**src/rtl/fetch_pkg.sv**
```systemverilog
// ============================================================================
// Module  : fetch_pkg
// Brief   : Shared constants and the IF/ID entry type for the fetch stage.
// Rev     : 1.0  initial release
// ============================================================================
`default_nettype none

package fetch_pkg;

  localparam int N_BITS  = 32;
  localparam int INSTR_W = 32;
  localparam logic [N_BITS-1:0] RESET_PC = 32'h0040_0000;

  typedef struct packed {
    logic [INSTR_W-1:0] instr;
    logic [N_BITS-1:0]  pc;
  } fetch_entry_t;

endpackage

`default_nettype wire

```
**src/rtl/fetch_fifo.sv**
```systemverilog
// ============================================================================
// Module  : fetch_fifo
// Brief   : Synchronous circular FIFO with flush, occupancy count and flags.
// Rev     : 1.0  initial release
// ============================================================================
`default_nettype none

module fetch_fifo #(
  parameter int               WIDTH     = 32,
  parameter int               DEPTH     = 2,
  parameter int               CNT_W     = $clog2(DEPTH + 1),
  parameter logic [WIDTH-1:0] RESET_VAL = '0
) (
  input  logic             clk,
  input  logic             reset,
  input  logic             push,
  input  logic [WIDTH-1:0] push_data,
  input  logic             pop,
  input  logic             flush,
  output logic [WIDTH-1:0] head_data,
  output logic [CNT_W-1:0] count,
  output logic             full,
  output logic             empty
);

  localparam int PTR_W = (DEPTH > 1) ? $clog2(DEPTH) : 1;

  logic [WIDTH-1:0] r_mem [DEPTH];
  logic [PTR_W-1:0] r_wr_ptr;
  logic [PTR_W-1:0] r_rd_ptr;
  logic [CNT_W-1:0] r_count;
  logic             w_do_push;
  logic             w_do_pop;

  function automatic logic [PTR_W-1:0] ptr_inc(input logic [PTR_W-1:0] p);
    return (p == PTR_W'(DEPTH - 1)) ? '0 : p + PTR_W'(1);
  endfunction

  assign w_do_push = push && !flush;
  assign w_do_pop  = pop && !empty && !flush;

  // Storage resets too, so the head presents a defined entry straight out of reset.
  always_ff @(posedge clk or negedge reset) begin
    if (!reset) begin
      for (int i = 0; i < DEPTH; i++) r_mem[i] <= RESET_VAL;
    end else if (w_do_push) begin
      r_mem[r_wr_ptr] <= push_data;
    end
  end

  always_ff @(posedge clk or negedge reset) begin
    if (!reset) begin
      r_wr_ptr <= '0;
      r_rd_ptr <= '0;
      r_count  <= '0;
    end else if (flush) begin
      r_wr_ptr <= '0;
      r_rd_ptr <= '0;
      r_count  <= '0;
    end else begin
      if (w_do_push) r_wr_ptr <= ptr_inc(r_wr_ptr);
      if (w_do_pop)  r_rd_ptr <= ptr_inc(r_rd_ptr);
      if (w_do_push && !w_do_pop)      r_count <= r_count + CNT_W'(1);
      else if (!w_do_push && w_do_pop) r_count <= r_count - CNT_W'(1);
    end
  end

  assign head_data = r_mem[r_rd_ptr];
  assign count     = r_count;
  assign full      = (r_count == CNT_W'(DEPTH));
  assign empty     = (r_count == '0);

endmodule

`default_nettype wire

```
**src/rtl/instr_fetch_unit.sv**
```systemverilog
// ============================================================================
// Module  : instr_fetch_unit
// Brief   : Fetch stage: next-PC, credit-limited imem requests, IF/ID buffer.
//           Optional FETCH_PERF_CNT_EN adds fetch_stall_cnt_o.
// Rev     : 1.0  initial release
// ============================================================================
`default_nettype none

module instr_fetch_unit
  import fetch_pkg::*;
#(
  parameter int                N_BITS     = 32,
  parameter int                FIFO_DEPTH = 2,
  parameter logic [N_BITS-1:0] RESET_PC   = fetch_pkg::RESET_PC
) (
  input  logic              clk,
  input  logic              reset,
  input  logic [N_BITS-1:0] pc_i,
  output logic [N_BITS-1:0] next_pc_o,
  input  logic              redirect_i,
  input  logic [N_BITS-1:0] redirect_target_i,
  output logic              imem_req_o,
  output logic [N_BITS-1:0] imem_addr_o,
  input  logic              imem_gnt_i,
  input  logic              imem_rvalid_i,
  input  logic [31:0]       imem_rdata_i,
  output logic              ifid_valid_o,
  input  logic              ifid_ready_i,
  output logic [31:0]       ifid_instr_o,
  output logic [N_BITS-1:0] ifid_pc_o,
  output logic [N_BITS-1:0] ifid_pc4_o
`ifdef FETCH_PERF_CNT_EN
  ,
  output logic [31:0]       fetch_stall_cnt_o
`endif
);

  localparam int CNT_W = $clog2(FIFO_DEPTH + 1);
  localparam int CRD_W = CNT_W + 1;
  localparam fetch_entry_t C_ENTRY_RST = '{instr: '0, pc: RESET_PC};

  logic [N_BITS-1:0] w_inf_head;
  logic [CNT_W-1:0]  w_inf_count;
  logic              w_inf_full;
  logic              w_inf_empty;
  fetch_entry_t      w_ifid_push_data;
  fetch_entry_t      w_ifid_head;
  logic [CNT_W-1:0]  w_ifid_count;
  logic              w_ifid_full;
  logic              w_ifid_empty;
  logic [CRD_W-1:0]  w_occupancy;
  logic              w_accept;
  logic              w_ifid_push;
  logic              w_ifid_pop;
  logic [CNT_W-1:0]  r_discard;

  // Credit counts every slot already promised: in flight plus buffered, less a slot freed by decode now.
  assign w_occupancy = CRD_W'(w_inf_count) + CRD_W'(w_ifid_count)
                     - CRD_W'(ifid_valid_o && ifid_ready_i);
  assign imem_req_o  = reset && !redirect_i && (w_occupancy < CRD_W'(FIFO_DEPTH));
  assign imem_addr_o = pc_i;
  assign w_accept    = imem_req_o && imem_gnt_i;

  always_comb begin
    next_pc_o = pc_i;
    if (!reset)          next_pc_o = RESET_PC;
    else if (redirect_i) next_pc_o = {redirect_target_i[N_BITS-1:2], 2'b00};
    else if (w_accept)   next_pc_o = pc_i + N_BITS'(4);
  end

  fetch_fifo #(
    .WIDTH     (N_BITS),
    .DEPTH     (FIFO_DEPTH),
    .CNT_W     (CNT_W),
    .RESET_VAL ('0)
  ) u_inflight_q (
    .clk       (clk),
    .reset     (reset),
    .push      (w_accept),
    .push_data (pc_i),
    .pop       (imem_rvalid_i),
    .flush     (1'b0),
    .head_data (w_inf_head),
    .count     (w_inf_count),
    .full      (w_inf_full),
    .empty     (w_inf_empty)
  );

  // Responses to fetches issued before a redirect still drain through the in-flight queue, but are dropped.
  always_ff @(posedge clk or negedge reset) begin
    if (!reset) begin
      r_discard <= '0;
    end else if (redirect_i) begin
      r_discard <= w_inf_count - CNT_W'(imem_rvalid_i);
    end else if (imem_rvalid_i && (r_discard != '0)) begin
      r_discard <= r_discard - CNT_W'(1);
    end
  end

  assign w_ifid_push            = imem_rvalid_i && !redirect_i && (r_discard == '0);
  assign w_ifid_pop             = ifid_valid_o && ifid_ready_i && !redirect_i;
  assign w_ifid_push_data.instr = imem_rdata_i;
  assign w_ifid_push_data.pc    = w_inf_head;

  fetch_fifo #(
    .WIDTH     ($bits(fetch_entry_t)),
    .DEPTH     (FIFO_DEPTH),
    .CNT_W     (CNT_W),
    .RESET_VAL (C_ENTRY_RST)
  ) u_ifid_q (
    .clk       (clk),
    .reset     (reset),
    .push      (w_ifid_push),
    .push_data (w_ifid_push_data),
    .pop       (w_ifid_pop),
    .flush     (redirect_i),
    .head_data (w_ifid_head),
    .count     (w_ifid_count),
    .full      (w_ifid_full),
    .empty     (w_ifid_empty)
  );

  assign ifid_valid_o = !w_ifid_empty;
  assign ifid_instr_o = w_ifid_head.instr;
  assign ifid_pc_o    = w_ifid_head.pc;
  assign ifid_pc4_o   = w_ifid_head.pc + N_BITS'(4);

`ifdef FETCH_PERF_CNT_EN
  logic [31:0] r_stall_cnt;

  always_ff @(posedge clk or negedge reset) begin
    if (!reset)                                         r_stall_cnt <= '0;
    else if (!ifid_valid_o && (r_stall_cnt != '1))      r_stall_cnt <= r_stall_cnt + 32'd1;
  end

  assign fetch_stall_cnt_o = r_stall_cnt;
`endif

  a_ifid_no_overflow: assert property (@(posedge clk) disable iff (!reset)
    !(w_ifid_push && w_ifid_full && !w_ifid_pop));
  a_inflight_no_overflow: assert property (@(posedge clk) disable iff (!reset)
    !(w_accept && w_inf_full && !imem_rvalid_i));
  a_no_orphan_response: assert property (@(posedge clk) disable iff (!reset)
    !(imem_rvalid_i && w_inf_empty));

endmodule

`default_nettype wire

```
**config.mk**
```make
export PLATFORM = sky130hd
export DESIGN_NAME = instr_fetch_unit
export DESIGN_NICKNAME = d
export VERILOG_FILES = /design/src/rtl/fetch_pkg.sv /design/src/rtl/fetch_fifo.sv /design/src/rtl/instr_fetch_unit.sv
export SDC_FILE = /design/constraint.sdc
export NUM_CORES = 1
export LEC_CHECK = 0
export CAP_MARGIN = 5
export CORE_MARGIN = 2
export CORE_UTILIZATION = 50
export DETAILED_ROUTE_END_ITERATION = 7
export PLACE_DENSITY = 0.8
export SLEW_MARGIN = 40
export SYNTH_ARGS = -nofsm -noshare
export SYNTH_HDL_FRONTEND = slang
export SYNTH_HIERARCHICAL = 1
export SYNTH_SLANG_ARGS = --single-unit
```
**constraint.sdc**
```tcl
create_clock -name clk -period 11.5 [get_ports clk]
set_input_delay 2.3 -clock clk [delete_from_list [all_inputs] [get_ports clk]]
set_output_delay 2.3 -clock clk [all_outputs]
set_load 0.02 [all_outputs]
```
**Yosys cells after proc, flatten, opt, wreduce, memory -nomap -nowiden**

Index checks and enable logic that the tools add are counted.

- Bits in registers: 202
- Bits of input ports: 102
- Output and inout port bits: 162
- Logic and storage cells: 100

- $add $sub $neg: 14
- Order comparisons: 7
- Multiplexer cells: 30
- Bitwise gates (word level): 4
- Reductions and logical operators: 34

Operators with widths:

| cell | number |
|---|---|
| 64-bit 2-to-1 mux | 4 |
| 32-bit 2-to-1 mux | 7 |
| 128-bit bitwise mux | 1 |
| 32-bit by 3-bit adder with 32-bit output (second input constant) | 2 |
| 64-bit bitwise mux | 1 |
| 64-bit demux with 1-bit select | 1 |
| 32-bit demux with 1-bit select | 1 |
| 1-bit logical AND | 18 |
| 2-bit 2-to-1 mux | 7 |
| 2-bit nonzero test | 5 |
| 2-bit greater-or-equal comparator (second input constant) | 4 |
| 1-bit 2-to-1 mux | 8 |
| 1-bit inverter with 2-bit output | 4 |
| 1-bit logical NOT | 7 |
| 2-bit logical NOT | 3 |
| 2-bit by 1-bit subtractor with 2-bit output (second input constant) | 3 |
| 1-bit adder (second input constant) | 4 |
| 2-bit by 1-bit adder with 2-bit output (second input constant) | 2 |
| 2-bit by 1-bit less-than comparator with 1-bit output (second input constant) | 2 |
| 2-bit by 2-bit adder with 3-bit output | 1 |
| 3-bit by 2-bit less-than comparator with 1-bit output (second input constant) | 1 |
| 3-bit nonzero test | 1 |
| 3-bit by 1-bit subtractor with 3-bit output | 1 |
| 2-bit by 1-bit subtractor with 2-bit output | 1 |

**Depth between registers and ports, before layout**

Gate-level depths: netlist of run 1.

- Word-level depth: 11
- Mapped depth: 11
- Depth with buffers taken out: 10

**Hierarchy**

Netlist of run 1, hierarchy kept.

Modules (own cells, without submodules):

| module | times used | cells an instance | area each (um2) | sequential area each (um2) |
|---|---|---|---|---|
| fetch_fifo (u_ifid_q) | 1 | 361 | 6062.1 | 3305.7 |
| fetch_fifo (u_inflight_q) | 1 | 191 | 2992.9 | 1701.6 |
| instr_fetch_unit | 1 | 375 | 2457.4 | 50.0 |

**Worst setup path before layout of run 1**

OpenSTA, ideal clock, no wires.

- Path type: input to output
- From: input port ifid_ready_i
- To: output port next_pc_o[21]
- Arrival time: 4822 ps
- Data required time: 9200 ps
- Slack: 4378 ps
- Cell stages on the path: 9
- Path buffers: 1
- Path through: nor2b_1 ha_1 nand2b_1 fa_1 and4b_1 nand4_1 buf_2 or3_1 a211oi_1

- Longest elaborated chain between the ends: 8

RTL lines:

| item | RTL line | text |
|---|---|---|
| start: declaration | instr_fetch_unit.sv:28 | `input logic ifid_ready_i,` |
| 1-bit logical AND | instr_fetch_unit.sv:59 | `- CRD_W'(ifid_valid_o && ifid_ready_i);` |
| 3-bit by 1-bit subtractor with 3-bit output | instr_fetch_unit.sv:59 |  |
| 3-bit by 2-bit less-than comparator with 1-bit output | instr_fetch_unit.sv:60 | `assign imem_req_o = reset && !redirect_i && (w_occupancy < CRD_W'(FIFO_DEPTH));` |
| 1-bit logical AND | instr_fetch_unit.sv:60 |  |
| 1-bit logical AND | instr_fetch_unit.sv:62 | `assign w_accept = imem_req_o && imem_gnt_i;` |
| 32-bit 2-to-1 mux | instr_fetch_unit.sv:68 | `else if (w_accept) next_pc_o = pc_i + N_BITS'(4);` |
| 32-bit 2-to-1 mux | instr_fetch_unit.sv:67 | `else if (redirect_i) next_pc_o = {redirect_target_i[N_BITS-1:2], 2'b00};` |
| 32-bit 2-to-1 mux | instr_fetch_unit.sv:66 | `if (!reset) next_pc_o = RESET_PC;` |
| end: declaration | instr_fetch_unit.sv:19 | `output logic [N_BITS-1:0] next_pc_o,` |

No other way between the ends.

**Worst setup path after layout of run 1**

- From: input port ifid_ready_i
- To: output port next_pc_o[19]

Same word-level chain as after synthesis.

==> results of run 1 <==
[metal layers]
metal,share of wire,global-route usage,vias to the layer above
met1,0.43,0.299,4159
li1,-,-,3774
met4,0.024,0.0647,0
met2,0.51,0.402,215
met3,0.042,0.0364,45
met5,0,0,-
[power by group]
group          total [uW]  switching (uW)  leakage [uW]  internal [uW]
sequential            996            93.2       0.00261            903
combinational        1190             562       0.00348            625
clock                 697             277      0.000344            420
[worst max-delay path, stage by stage]
cell and delay (ps):
clkdlybuf4s50_1 440, nor2b_1 150, ha_1 240, nand2b_1 160, fa_1 450, xor2_1 370, nand4_1 490, or4_1 660
a31oi_1 180, clkdlybuf4s50_1 620
[registers in the layout (all words and copies together) (netlist names)]
| register | flops |
|---|---|
| u_inflight_q/r_mem | 64 |
| u_inflight_q/r_rd_ptr | 1 |
| u_ifid_q/r_wr_ptr | 1 |
| u_ifid_q/r_mem | 128 |
| u_inflight_q/r_wr_ptr | 1 |
| u_inflight_q/count | 2 |
| r_discard | 2 |
| u_ifid_q/r_rd_ptr | 1 |
| u_ifid_q/count | 2 |
[through the flow]
step	utilization	instances	setup slack, ps
2_1_floorplan	-	931	4380
3_3_place_gp	0.614	1404	3230
3_5_place_dp	0.618	1406	3160
4_1_cts	0.650	1446	3150
5_1_grt	0.650	1446	2960
6_report	0.650	1446	3120
[final timing paths]
path                       slack, ps                      to  depth (start not counted)           startpoint
max                             3120           next_pc_o[19]                         10         ifid_ready_i
min                              500     u_ifid_q/r_mem[123]                          1  u_ifid_q/r_mem[123]
max reg2reg                     7580  u_inflight_q/r_mem[53]                         12    u_ifid_q/count[0]
min reg2reg                      500     u_ifid_q/r_mem[123]                          1  u_ifid_q/r_mem[123]
max in group asynchronous       8530      u_ifid_q/r_mem[26]                          2                reset
min in group asynchronous       1810      u_ifid_q/r_mem[33]                          1                reset
[placed cells by master, fill, tap and decap left out, types with 18 or more instances in the layout]
cell type,instances
mux2_4,60
mux2_2,228
nand2_1,44
o21ai_0,30
dfrtp_1,199
nand3_1,21
clkbuf_16,23
clkdlybuf4s50_1,260
xnor2_1,25
nand4_1,18
nor2_1,25
[area by class of cell]
type	count	area, um2	area share
clock buffer	32	619	0.0421
clock inverter	8	95.1	0.00647
inverter	16	60.1	0.00408
multi-input combinational	634	5780	0.393
sequential	202	5060	0.344
tap	285	357	0.0242
timing repair buffer	269	2740	0.186
==> results.yml, run 1 <==
drt:
  drcViolationCount: 0
  avgRoutedWirePerCell_um: 19.5
  viasPerCell: 5.67
  vias: 8193
  wl_um: 28200
  firstDrtPassIters: 4
  drtIter0Drc: 481
  antenna_left: 0
synth:
  yosys_warnings: 6
  synth_area_mm2: 0.0115
  postSynthAreaPerCell_um2: 12.4
  syn_inst: 926
timing:
  rsz0062_at_grt: "false"
  min_period_ps: 8380
  fmaxAchievable_ghz: 0.119
  slew_violations: 0
  slew_headroom: 0.452
  hold_ws_ps: 500
  worst_clock_skew_ps: 18.6
  setup_violations: 0
  tns_ps: 0
  worstMarginPinSlew_ps: 819
  hold_viol: 0
  min_period_over_period: 0.729
layout:
  fill_cells: 1737
  stdcell_area_mm2: 0.0147
  drive_above_1_share: 0.305
  fin_nets: 1255
  area_growth_pct: 27.8
  n_antenna_cell: 0
worst_setup_path:
  worstPathMaxFanout: 12
  path_class: "input port to output pin"
  arrival_ps: 6080
  cp_data_required_time_ps: 9200
  cp-end-kind: "output pin"
  crit_path_start_kind: "input port"
floorplan:
  die_w_um: 156
  fp-row-count: 55
  ios: 264
  core_area_mm2: 0.0226
  initial_utilization: 0.508
  die_h_um: 156
  dieArea_mm2: 0.0242
clock_tree:
  path_clk_slew_ps: 60
  postCtsHoldBufs: 0
  worstSkewPairLatency_ps: 500
  clkSinkCount: 202
  cts_tree: "yes"
  htreeDepth: 1
  cts_resized: 0
  cts_root_buf: "clkbuf_16"
  clock_path_buffers: 3
  cts_setup_buffers: 0
  numCtsBuffers: 23
place:
  dp_hpwl_um: 19300
  placed_cell_area_mm2: 0.0140
  gp_congestion: 0.824
  port_buffers: 261
power_and_ir_drop:
  finalPower_uw: 2880
  ir_drop_mv: 0.214
  leakage_uw: 0.00643
  powerDensity_mw_per_mm2: 196
global_route:
  overflow: 0
  grt_pass1_vias: 8536
  grt_pass1_wl_um: 45200
  antenna_found_initial: 0
  grt_max_degree: 145
  grt_usage: 0.230
job:
  drv_cap: 0
run_status:
  outcome: "finished, final reports clean"
hold_path:
  hold_class: "flop to flop"
No activity file was read; power rests on OpenSTA's default activity.
==> inputs of run 2 (changes only) <==
Settings changed: CORE_UTILIZATION 50 to 46, PLACE_DENSITY 0.8 to 0.77.
Clock period 11.5 ns to 7.2 ns, I/O delays scaled along.
==> run 2 against run 1 <==
Effect of this change:
- global-route usage down 1.8 points
- register-to-register slack got worse by 4100 ps
- highest routed layer unchanged
- sequential cell count did not move
- setup slack got worse by 2600 ps
- cell area grew 1.4%
- clock power grew 76%
==> results.yml, run 2 (synthesis gave the netlist of run 1 again) <==
global_route:
  grt_pass1_vias: 8213
  grt_pass1_wl_um: 45100
  grt_usage: 0.213
  overflow: 0
  grt_max_degree: 69
  antenna_found_initial: 0
power_and_ir_drop:
  powerDensity_mw_per_mm2: 318
  leakage_uw: 0.00652
  ir_drop_mv: 0.251
layout:
  final_cells: 1493
  drive_above_1_share: 0.311
  largest_reg_flops: 128
  regMostFlops: "u_ifid_q/r_mem"
  fill_cells: 1949
  fin_nets: 1262
  top_regs: "u_ifid_q/r_mem (128), u_inflight_q/r_mem (64)"
  n_antenna_cell: 0
  layout_common_cells: "clkdlybuf4s50_1 (260), mux2_2 (228), dfrtp_1 (199)"
  final_common_cell: "clkdlybuf4s50_1"
  area_growth_pct: 29.5
timing:
  fmaxAchievable_ghz: 0.150
  min_period_over_period: 0.923
  worstMarginPinSlew_ps: 751
  hold_viol: 0
  worst_clock_skew_ps: 6.62
  rsz0062_at_grt: "false"
  min_period_ps: 6650
  slew_violations: 0
  setup_violations: 0
  tns_ps: 0
  slew_headroom: 0.494
floorplan:
  die_h_um: 162
  fp-row-count: 57
  dieArea_mm2: 0.0263
  die_w_um: 162
  initial_utilization: 0.470
  ios: 264
  core_area_mm2: 0.0245
clock_tree:
  postCtsHoldBufs: 0
  numCtsBuffers: 22
  clock_path_buffers: 3
  cts_setup_buffers: 0
  worstSkewPairLatency_ps: 490
  clkSinkCount: 202
  cts_root_buf: "clkbuf_16"
  cts_resized: 0
  path_clk_slew_ps: 60
  cts_tree: "yes"
  htreeDepth: 1
worst_setup_path:
  crit_path_start_kind: "input port"
  reg2regPathDepth: 11
  arrival_ps: 5210
  cp-end-kind: "output pin"
  path_class: "input port to output pin"
  cp_data_required_time_ps: 5760
  worstPathMaxFanout: 12
drt:
  firstDrtPassIters: 5
  drcViolationCount: 0
  avgRoutedWirePerCell_um: 19.3
  drtIter0Drc: 359
  viasPerCell: 5.52
  antenna_left: 0
  wl_um: 28800
  vias: 8239
place:
  dp_hpwl_um: 20500
  place_inst: 1452
  port_buffers: 261
  gp_congestion: 0.814
job:
  drv_cap: 0
hold_path:
  hold_depth: 1
  hold_class: "flop to flop"
run_status:
  outcome: "finished, final reports clean"
run 2: critical path: stages:
cell	delay (ps)
clkdlybuf4s50_1	440
nor2b_1	180
ha_1	250
nand2b_1	150
fa_1	580
and4b_1	280
nand4_1	440
or4_1	650
a31oi_1	170
clkdlybuf4s50_1	630
run 2: worst paths after layout:
path                                        start                     end  slack [ps]
hold reg to reg            u_inflight_q/r_mem[24]  u_inflight_q/r_mem[24]         500
setup / recovery                     ifid_ready_i           next_pc_o[19]         550
min in group asynchronous                   reset     u_ifid_q/r_mem[125]         810
max in group asynchronous                   reset       u_ifid_q/r_rd_ptr        4850
setup reg to reg                u_ifid_q/count[0]  u_inflight_q/r_mem[60]        3510
hold / removal             u_inflight_q/r_mem[24]  u_inflight_q/r_mem[24]         500
run 2: layout make-up:
type,instances,area [um2],area share
clock inverter,6,136,0.00915
multi-input combinational,634,5780,0.387
sequential,202,5060,0.339
tap,324,405,0.0272
timing repair buffer,277,2800,0.188
inverter,16,60.1,0.00403
clock buffer,34,667,0.0447
run 2: routing by layer:
layer	wire length, um	track usage
met5	0	0
met3	1090	0.0266
met4	746	0.0567
met1	12200	0.283
met2	14700	0.368
run 2: where the power goes:
part	internal (uW)	switching [uW]	total, uW
clock	782	453	1230
sequential	1440	153	1590
combinational	1000	906	1910
total	3220	1510	4740
run 2: through the flow:
step / hold WS (ps) / util / cell area, um2 / setup slack [ps] / total power, uW
after floorplan: 474 / - / 11500 / 1800 / 2690
after global placement: 482 / 0.572 / 14000 / 640 / 3470
after detailed placement: 489 / 0.576 / 14100 / 579 / 3520
after CTS: 505 / 0.608 / 14900 / 574 / 4780
after global routing: 512 / 0.609 / 14900 / 416 / 4960
final: 500 / 0.609 / 14900 / 553 / 4740
==> inputs of run 3 (changes only) <==
Settings changed: CORE_UTILIZATION 46 to 25, PLACE_DENSITY 0.77 to default.
==> run 3 against run 2 <==
Effect of this change:
- first-iteration DRC count is 0.84% lower
- critical endpoint unchanged
- critical path depth is the same
- setup slack worse by 89 ps
- clock skew is 13 ps higher
- highest routed layer unchanged
- combinational power is essentially flat
- cell area increased by 1.9%
- clock-buffer cell count is the same
- register-to-register slack worse by 350 ps
- clock power about the same
- non-clock buffer count decreased by 2
==> results.yml, run 3 (synthesis gave the netlist of run 1 again) <==
clock_tree:
  cts_root_buf: "clkbuf_16"
  cts_resized: 0
  cts_tree: "yes"
  path_clk_slew_ps: 60
  htreeDepth: 1
  cts_setup_buffers: 0
  worstSkewPairLatency_ps: 520
  numCtsBuffers: 24
  clock_path_buffers: 3
  postCtsHoldBufs: 0
  clkSinkCount: 202
worst_setup_path:
  reg2reg_to: "u_inflight_q/r_mem[60]"
  crit_path_start_kind: "input port"
  cp-end-kind: "output pin"
  reg2reg_from: "u_ifid_q/count[0]"
  critPathTopFamily: "simple AND/OR/NAND/NOR gates"
  reg2reg_setup_slack_ps: 3160
  crit_top_cell: "clkdlybuf4s50_1"
  arrival_ps: 5300
  path_class: "input port to output pin"
  path_cells: "clkdlybuf4s50_1 > nor2b_1 > ha_1 > nand2b_1 > fa_1 > xor2_1 > nand4_1 > or4_1 > a31oi_1 > clkdlybuf4s50_1"
  cp_data_required_time_ps: 5760
  slowest_delay_ps: 650
  worstPathMaxFanout: 12
  slowest_stage: "or4_1"
  path_buf_inv: 2
  reg2regPathDepth: 12
floorplan:
  die_h_um: 219
  fp-row-count: 78
  initial_utilization: 0.254
  die_w_um: 219
  ios: 264
  dieArea_mm2: 0.0478
  core_area_mm2: 0.0454
timing:
  slew_headroom: 0.448
  tns_ps: 0
  worst_clock_skew_ps: 19.6
  slew_violations: 0
  setup_ws_ps: 463
  hold_ws_ps: 500
  fmaxAchievable_ghz: 0.148
  min_period_ps: 6740
  rsz0062_at_grt: "false"
  worstMarginPinSlew_ps: 827
  min_period_over_period: 0.936
  setup_violations: 0
  hold_viol: 0
global_route:
  antenna_found_initial: 0
  grt_max_degree: 71
  grt_usage: 0.136
  grt_pass1_wl_um: 50700
  overflow: 0
  grt_pass1_vias: 8490
layout:
  regMostFlops: "u_ifid_q/r_mem"
  largest_reg_flops: 128
  n_antenna_cell: 0
  top_regs: "u_ifid_q/r_mem (128), u_inflight_q/r_mem (64)"
  drive_above_1_share: 0.311
  layout_common_cells: "clkdlybuf4s50_1 (260), mux2_2 (228), dfrtp_1 (199)"
  area_growth_pct: 32.1
  regArea_mm2: 0.00506
  fill_cells: 4495
  final_common_cell: "clkdlybuf4s50_1"
  final_cells: 1769
  multi_input_area_mm2: 0.00577
  fin_nets: 1262
drt:
  antenna_left: 0
  drcViolationCount: 0
  drtIter0Drc: 356
  viasPerCell: 4.62
  firstDrtPassIters: 5
  vias: 8178
  wl_um: 33400
  avgRoutedWirePerCell_um: 18.9
hold_path:
  hp-start: "u_inflight_q/r_mem[56]"
  hold_depth: 1
  hold_path_end: "u_inflight_q/r_mem[56]"
  hold_class: "flop to flop"
place:
  place_inst: 1727
  port_buffers: 261
  place_ws_ps: 488
  dp_hpwl_um: 24100
  gp_congestion: 0.772
power_and_ir_drop:
  ir_drop_mv: 0.188
  powerDensity_mw_per_mm2: 313
  leakage_uw: 0.00650
run_status:
  outcome: "finished, final reports clean"
job:
  drv_cap: 0
## run 3: report_power, final
group | internal [uW] | switching, uW | leakage, uW
Clock | 745 | 483 | 0.000395
Sequential | 1440 | 146 | 0.00261
Combinational | 998 | 941 | 0.00349
## run 3: stage by stage
step | area, um2 | util | power (uW)
after floorplan | 11500 | - | 2690
after detailed placement | 14400 | 0.317 | 3570
after global routing | 15200 | 0.335 | 5010
final | 15200 | 0.335 | 4750
after global placement | 14300 | 0.316 | 3530
after CTS | 15200 | 0.335 | 4830
## run 3: worst max path at each step
| stage | depth (start not counted) | slack [ps] | to | startpoint |
|---|---|---|---|---|
| detailed placement | 10 | 490 | next_pc_o[19] | ifid_ready_i |
| finish | 10 | 460 | next_pc_o[19] | ifid_ready_i |
| global placement | 10 | 480 | next_pc_o[19] | ifid_ready_i |
| CTS | 10 | 480 | next_pc_o[19] | ifid_ready_i |
| global route | 10 | 300 | next_pc_o[19] | ifid_ready_i |
| floorplan | 9 | 1800 | next_pc_o[21] | ifid_ready_i |
## run 3: cell type report
| type | count | area share |
|---|---|---|
| Timing Repair Buffer | 275 | 0.181 |
| Sequential cell | 202 | 0.333 |
| Multi-Input combinational cell | 634 | 0.379 |
| Inverter | 16 | 0.00395 |
| Tap cell | 600 | 0.0494 |
| Clock inverter | 8 | 0.00683 |
| Clock buffer | 34 | 0.0459 |
## run 3: routing by layer
| layer | routed length, um | vias to the layer above | part of all wire | GRT usage |
|---|---|---|---|---|
| met5 | 0 | - | 0 | 0 |
| met4 | 788 | 0 | 0.024 | 0.0351 |
| met2 | 16900 | 179 | 0.51 | 0.239 |
| li1 | - | 3790 | - | - |
| met3 | 1680 | 39 | 0.050 | 0.0195 |
| met1 | 14000 | 4170 | 0.42 | 0.173 |
